### config.mk
export PLATFORM = sky130hd
export DESIGN_NAME = conv_pool_rx
export DESIGN_NICKNAME = d
export VERILOG_FILES = /design/src/rtl/conv_pkg.sv /design/src/rtl/conv_pool_rx_line_buf.sv /design/src/rtl/conv_pool_rx.sv
export SDC_FILE = /design/constraint.sdc
export NUM_CORES = 1
export LEC_CHECK = 0
export ABC_AREA = 1
export BUFFER_PORTS_ARGS = -buffer_cell sky130_fd_sc_hd__buf_2
export CAP_MARGIN = 20
export CORE_ASPECT_RATIO = 1.4
export CORE_MARGIN = 4
export CORE_UTILIZATION = 45
export DETAILED_ROUTE_END_ITERATION = 12
export GPL_ROUTABILITY_DRIVEN = 0
export PLACE_DENSITY_LB_ADDON = 0.3
export REMOVE_ABC_BUFFERS = 1
export SYNTH_ARGS = -nofsm -noshare
export SYNTH_HDL_FRONTEND = slang
export SYNTH_HIERARCHICAL = 1
export SYNTH_SLANG_ARGS = --single-unit
### constraint.sdc
create_clock -name clk -period 4.2 [get_ports clk]
set_input_delay 0.21 -clock clk [delete_from_list [all_inputs] [get_ports clk]]
set_output_delay 0.21 -clock clk [all_outputs]
set_load 0.005 [all_outputs]
### src/rtl/conv_pkg.sv
// -----------------------------------------------------------------------------
// conv_pkg: shared constants for the convolution front end and its consumers.
//   CONV_DW            signed width of conv results
//   IMG_W / IMG_H      input image size
//   CONV_OUT_W / _H    valid-conv result map size (image minus 3x3 kernel apron)
//   max2()             signed maximum of two CONV_DW-bit samples
// -----------------------------------------------------------------------------
package conv_pkg;

    localparam int CONV_DW    = 33;
    localparam int IMG_W      = 28;
    localparam int IMG_H      = 28;
    localparam int CONV_OUT_W = 26;
    localparam int CONV_OUT_H = 26;

    // Signed compare at full width; no growth, ties return either operand.
    function automatic logic signed [CONV_DW-1:0] max2(
        input logic signed [CONV_DW-1:0] a,
        input logic signed [CONV_DW-1:0] b
    );
        if (a > b) begin
            return a;
        end else begin
            return b;
        end
    endfunction

endpackage

### src/rtl/conv_pool_rx_line_buf.sv
// -----------------------------------------------------------------------------
// pool_line_buf: one row of horizontally pooled pairs, kept from the even input
// row until the matching odd row arrives.
//   clk    clock
//   we     write enable (sync)
//   waddr  write index (column pair)
//   wdata  value written
//   raddr  read index (column pair)
//   rdata  combinational read data
// Contents carry no reset: every entry is written on an even row before it is
// read on the following odd row.
// -----------------------------------------------------------------------------
module pool_line_buf #(
    parameter int DEPTH = 13,
    parameter int DW    = 33,
    parameter int AW    = 4
) (
    input  logic          clk,
    input  logic          we,
    input  logic [AW-1:0] waddr,
    input  logic [DW-1:0] wdata,
    input  logic [AW-1:0] raddr,
    output logic [DW-1:0] rdata
);

    logic [DW-1:0] mem_q [0:DEPTH-1];

    // Synchronous write port.
    always_ff @(posedge clk) begin
        if (we) begin
            mem_q[waddr] <= wdata;
        end
    end

    // Combinational read port.
    always_comb begin
        rdata = mem_q[raddr];
    end

endmodule

### src/rtl/conv_pool_rx.sv
// -----------------------------------------------------------------------------
// conv_pool_rx: receives the row-major conv result stream, applies optional
// ReLU and 2x2 stride-2 max pooling, and emits the pooled map as a valid-
// qualified stream with a last-of-frame marker.
//   clk        clock, rising edge
//   rst        asynchronous active-high reset
//   clr        synchronous frame abort (drops the sample presented with it)
//   in_valid   input qualifier, gaps allowed
//   in_data    signed conv result
//   out_valid  one-cycle pulse per pooled sample
//   out_data   pooled value, zero when out_valid is low
//   out_last   marks the final pooled sample of a frame
//   busy       high from first accepted sample until the out_last cycle
// -----------------------------------------------------------------------------
module conv_pool_rx
    import conv_pkg::*;
#(
    parameter int DW      = CONV_DW,
    parameter int IN_W    = CONV_OUT_W,
    parameter int IN_H    = CONV_OUT_H,
    parameter bit RELU_EN = 1'b1
) (
    input  logic                 clk,
    input  logic                 rst,
    input  logic                 clr,
    input  logic                 in_valid,
    input  logic signed [DW-1:0] in_data,
    output logic                 out_valid,
    output logic signed [DW-1:0] out_data,
    output logic                 out_last,
    output logic                 busy
);

    localparam int HALF_W = IN_W / 2;
    localparam int CW     = (IN_W > 1) ? $clog2(IN_W) : 1;
    localparam int RW     = (IN_H > 1) ? $clog2(IN_H) : 1;
    localparam int AW     = (HALF_W > 1) ? $clog2(HALF_W) : 1;

    logic [CW-1:0]        col_q, col_d;
    logic [RW-1:0]        row_q, row_d;
    logic signed [DW-1:0] hold_q, hold_d;
    logic                 out_valid_q, out_valid_d;
    logic signed [DW-1:0] out_data_q, out_data_d;
    logic                 out_last_q, out_last_d;
    logic                 busy_q, busy_d;

    logic                 accept_s;
    logic                 col_last_s;
    logic                 row_last_s;
    logic signed [DW-1:0] v_s;
    logic signed [DW-1:0] h_s;
    logic signed [DW-1:0] p_s;
    logic [DW-1:0]        lb_rdata_s;
    logic [AW-1:0]        lb_addr_s;
    logic                 lb_we_s;
    logic                 pool_fire_s;

    // Input qualification, ReLU and the horizontal/vertical max datapath.
    always_comb begin
        // A sample presented alongside clr is discarded.
        accept_s    = in_valid & ~clr;
        col_last_s  = (col_q == CW'(IN_W - 1));
        row_last_s  = (row_q == RW'(IN_H - 1));
        if (RELU_EN && in_data[DW-1]) begin
            v_s = {DW{1'b0}};
        end else begin
            v_s = in_data;
        end
        h_s         = max2(hold_q, v_s);
        p_s         = max2($signed(lb_rdata_s), h_s);
        lb_addr_s   = AW'(col_q >> 1);
        // Even rows park their horizontal max; odd rows complete the 2x2 window.
        lb_we_s     = accept_s & ~row_q[0] & col_q[0];
        pool_fire_s = accept_s &  row_q[0] & col_q[0];
    end

    pool_line_buf #(
        .DEPTH (HALF_W),
        .DW    (DW),
        .AW    (AW)
    ) u_line_buf (
        .clk   (clk),
        .we    (lb_we_s),
        .waddr (lb_addr_s),
        .wdata (h_s),
        .raddr (lb_addr_s),
        .rdata (lb_rdata_s)
    );

    // Raster position counters and the even-column hold register.
    always_comb begin
        col_d  = col_q;
        row_d  = row_q;
        hold_d = hold_q;
        if (clr) begin
            col_d  = {CW{1'b0}};
            row_d  = {RW{1'b0}};
            hold_d = {DW{1'b0}};
        end else if (accept_s) begin
            if (col_last_s) begin
                col_d = {CW{1'b0}};
                if (row_last_s) begin
                    row_d = {RW{1'b0}};
                end else begin
                    row_d = row_q + RW'(1);
                end
            end else begin
                col_d = col_q + CW'(1);
                row_d = row_q;
            end
            if (!col_q[0]) begin
                hold_d = v_s;
            end else begin
                hold_d = hold_q;
            end
        end else begin
            col_d  = col_q;
            row_d  = row_q;
            hold_d = hold_q;
        end
    end

    // Next output registers and frame-activity flag.
    always_comb begin
        out_valid_d = pool_fire_s;
        out_last_d  = pool_fire_s & row_last_s & col_last_s;
        if (pool_fire_s) begin
            out_data_d = p_s;
        end else begin
            out_data_d = {DW{1'b0}};
        end
        // busy covers the out_last cycle itself, then drops unless a new
        // frame has already started on that same edge.
        if (clr) begin
            busy_d = 1'b0;
        end else if (accept_s) begin
            busy_d = 1'b1;
        end else if (out_last_q) begin
            busy_d = 1'b0;
        end else begin
            busy_d = busy_q;
        end
    end

    // State and output registers.
    always_ff @(posedge clk or posedge rst) begin
        if (rst) begin
            col_q       <= {CW{1'b0}};
            row_q       <= {RW{1'b0}};
            hold_q      <= {DW{1'b0}};
            out_valid_q <= 1'b0;
            out_data_q  <= {DW{1'b0}};
            out_last_q  <= 1'b0;
            busy_q      <= 1'b0;
        end else begin
            col_q       <= col_d;
            row_q       <= row_d;
            hold_q      <= hold_d;
            out_valid_q <= out_valid_d;
            out_data_q  <= out_data_d;
            out_last_q  <= out_last_d;
            busy_q      <= busy_d;
        end
    end

    assign out_valid = out_valid_q;
    assign out_data  = out_data_q;
    assign out_last  = out_last_q;
    assign busy      = busy_q;

endmodule
==> summary.md <==
| Metric | Value |
|---|---|
| Status | `finished clean` |
| Largest stage delay, worst path | `0.41 ns` |
| Leakage | `12.2 nW` |
| Clock root buffer | `clkbuf_16` |
| Final hold vios | `0` |
| Total grt overflow | `0` |
| CTS tree | `done` |
| Crit path depth | `27` |
| RSZ-0062 raised after global routing | `false` |
| Top sig layer | `met4` |
| Utilization after layout | `0.526` |
| Antenna-violating nets left | `0` |
| DR iter-0 viols | `1609` |
| Worst Clk Skew | `0.0177 ns` |
| Synthesized instance count | `2394` |
| Clock sink total | `507` |
| DP Area | `25700 um2` |
| Crit path buf inv count | `4` |
| Die ar. | `56200 um2` |
| Worst Path Arrival | `4.44 ns` |
| Worst-margin pin slew | `1.08 ns` |
| Vias in the first global route | `16700` |
| Psw | `2.79 mW` |
| Relative slew slack | `0.274` |
| Maximum vdd drop | `262 uV` |
| Comb power frac | `0.122` |
| Max capacitance violation total | `0` |
| Total Neg Setup Slack | `0 ns` |
| R2r endpoint | `out_data[28]` |
| Critical Path Source | `hold_q[26]` |
| Period utilisation layout | `0.940` |
| Net Sw Frac | `0.247` |
| Vias | `17200` |
| Worst Path Max Fanout | `25` |
| Htree depth | `2` |
| F_max | `253 MHz` |
| Layout cells sized above 1 | `0.135` |
| Die width | `201 um` |
| Post-synthesis cell type count | `47` |
| Clock share of power | `0.376` |
| Hold Crit Start | `in_data[17]` |
| Worst skew pair latency | `0.57 ns` |
| Finished layout cell area | `27400 um2` |
| Cells on worst reg2reg path | `27` |
| Initial core utilization | `0.453` |
| Layout overhead on the synthesized area | `16.1%` |
| Top Family by Delay on Critical Path | `simple AND/OR/NAND/NOR gates` |
| Yosys warns | `6` |
| Mean Syn Cell Area | `9.85 um2` |
| WL/cell | `19.8 um` |
| GRT Util Overall | `0.224` |
| Antenna violations before repair | `3` |
| Seq pwr share | `0.502` |
| Buffers on Ports | `72` |
| Power per cell area | `413 nW/um2` |
| Post-synthesis sequential area ratio | `0.629` |
| Num CTS Buffers | `47` |
| Global-route wire length before repair | `97900 um` |
| Slowest-stage cell, CP | `dfrtp_1` |
| Synth Register Bits | `507` |
| Chip height | `279 um` |
| Reg2reg setup slack | `0.25 ns` |
| Vias per cell | `5.27` |
| Kind of start point of the critical path | `flop` |
| Row count | `99` |
| Tmin final | `3.95 ns` |
| Internal power | `8.52 mW` |
| WL met2 | `33400 um` |
| Clk buf depth | `3` |
| Wl on met1 | `25800 um` |
| Core area | `52000 um2` |
| Worst r2r src | `hold_q[26]` |
| Crit path capture | `out_data[28]` |
| Synthesized area | `23600 um2` |
| Critical path endpoint category | `flop` |
| Max-slew violations | `0` |
| WL final | `64600 um` |
| Reg clk slew, reported paths | `0.07 ns` |
| Met3 routed WL | `2910 um` |
| Half-perimeter wire length after placement | `42200 um` |
| # IOs | `73` |
| Final setup viols | `0` |
| DRT Pass-1 Iters | `5` |
| DRC errors left | `0` |
| Worst EP required | `4.69 ns` |
| Crit path kind | `flop to flop` |
| Largest net degree at the start of global routing | `82` |
| Nets | `2676` |
| Worst min-delay path category | `primary input to flop` |
==> worst reg2reg max path: stages, from the launching register on <==
cell     delay [ns]
dfrtp_1        0.41
ha_1           0.31
nand2_1        0.07
nor2_2         0.14
nand2_2        0.09
nor2_4         0.10
nand3_2        0.09
nor2_2         0.13
nor2_2         0.05
nand2_4        0.09
nand2_8        0.08
buf_4          0.16
nand2_1        0.04
o21ai_0        0.11
ha_1           0.32
nand2_1        0.08
buf_4          0.14
nor2_2         0.13
buf_4          0.12
nand4_1        0.18
nor2_2         0.24
nand4_2        0.14
nand3_4        0.12
nand2_8        0.09
buf_12         0.17
nand2_1        0.06
nand2_1        0.05
nor2_1         0.15
==> cells in the mapped netlist (all sizes together) <==
cell type	number	area (um2)
nor3	5	25.0
o211ai	26	195
mux2i	1	10.0
nor4	1	6.26
a21o	2	15.0
o21a	1	7.51
clkinv	1	3.75
nand4	13	93.8
o21bai	3	22.5
or2	8	50.1
buf	76	479
nand3b	1	7.51
inv	377	1420
clkbuf	31	116
o22ai	34	213
a21oi	24	124
conb	1	3.75
a2111oi	1	8.76
ha	66	826
nand3	291	1470
a21boi	1	7.51
xor2	4	35.0
and3	1	6.26
edfxtp	429	12900
nor3b	1	7.51
nor2	193	742
nand2	658	2510
o221a	1	11.3
dfrtp	78	1950
a211oi	2	15.0
a2bb2oi	1	8.76
o21ai	62	310
==> cell families (layout without fill, tap and decap cells) <==
kind of cell	Yosys count	count (layout)	share of synthesized area
flip-flops	507	507	0.629
XOR/XNOR	4	4	0.00149
adder cells (fa/ha/maj)	66	66	0.0350
buffers and inverters	485	688	0.0855
AND/OR/NAND/NOR	1172	1172	0.209
multiplexers	1	1	0.000424
AO/OA/AOI/OAI	158	158	0.0398
other	1	16	0.000159
==> timing repair <==
action | CTS | global route
setup buffers | 0 | 3
setup endpoints to repair | 32 | 32
hold buffers | 8 | 0
resized for setup | 2 | 22
pin swaps | 0 | 9
hold endpoints to repair | 46 | 0
==> routing by layer <==
| layer | track usage | up-vias |
|---|---|---|
| met2 | 0.403 | 552 |
| met4 | 0.0900 | 0 |
| met3 | 0.0210 | 140 |
| met5 | 0 | - |
| met1 | 0.281 | 8372 |
| li1 | - | 8174 |
==> sequential cells by signal (all words and copies together), names as in the netlist <==
signal,count
u_line_buf/mem_q,429
hold_q,32
out_last,1
col_q,5
out_data,33
out_valid,1
row_q,5
busy,1
==> layout make-up <==
| type | count | area, um2 |
|---|---|---|
| sequential | 507 | 14800 |
| tap | 656 | 821 |
| clock inverter | 20 | 191 |
| inverter | 378 | 1430 |
| clock buffer | 66 | 1330 |
| fill | 4544 | 24700 |
| timing repair buffer | 224 | 1800 |
| antenna | 2 | 5.00 |
| multi-input combinational | 1415 | 6960 |
==> worst min-delay path by stage <==
| stage | to | slack [ns] | depth (start not counted) |
|---|---|---|---|
| final | hold_q[17] | 0.03 | 3 |
| after global routing | hold_q[17] | 0.04 | 3 |
| after CTS | hold_q[17] | 0.01 | 3 |
| after detailed placement | out_data[32] | 0.35 | 2 |
| after global placement | out_data[32] | 0.34 | 2 |
| after floorplan | busy | 0.36 | 3 |
==> power groups by stage <==
stage	combinational, mW	sequential (mW)	clock [mW]
2_1_floorplan	0.746	5.80	0
3_3_place_gp	1.31	5.78	0
3_5_place_dp	1.34	5.78	0
4_1_cts	1.36	5.67	4.34
5_1_grt	1.53	5.67	4.54
6_report	1.38	5.67	4.25
==> cells in the final DEF, fill, tap and decap left out, types with 4 or more instances in the layout <==
| cell | n |
|---|---|
| nand2_1 | 651 |
| edfxtp_1 | 429 |
| inv_1 | 368 |
| nand3_1 | 289 |
| nor2_1 | 168 |
| buf_4 | 121 |
| dfrtp_1 | 76 |
| buf_2 | 72 |
| ha_1 | 66 |
| o21ai_0 | 52 |
| clkbuf_16 | 48 |
| o22ai_1 | 34 |
| o211ai_1 | 26 |
| a21oi_1 | 22 |
| buf_12 | 22 |
| conb_1 | 14 |
| nor2_4 | 13 |
| nor2_2 | 12 |
| clkbuf_1 | 12 |
| nand4_1 | 11 |
| clkinv_2 | 10 |
| o21ai_1 | 9 |
| dlygate4sd3_1 | 8 |
| or2_2 | 8 |
| inv_2 | 6 |
| clkbuf_8 | 6 |
| nand2_2 | 4 |
| xor2_1 | 4 |
| clkinvlp_4 | 4 |
==> per-stage QoR <==
stage | power, mW | hold slack [ns] | cells | setup WS [ns]
floorplan | 6.55 | 0.361 | 2300 | -3.89
global placement | 7.09 | 0.340 | 3169 | -0.452
detailed placement | 7.12 | 0.348 | 3169 | -0.555
CTS | 11.4 | 0.0112 | 3263 | 0.0734
global route | 11.7 | 0.0393 | 3268 | 0.0225
finish | 11.3 | 0.0349 | 3268 | 0.252
No activity file was read; power rests on OpenSTA's default activity.
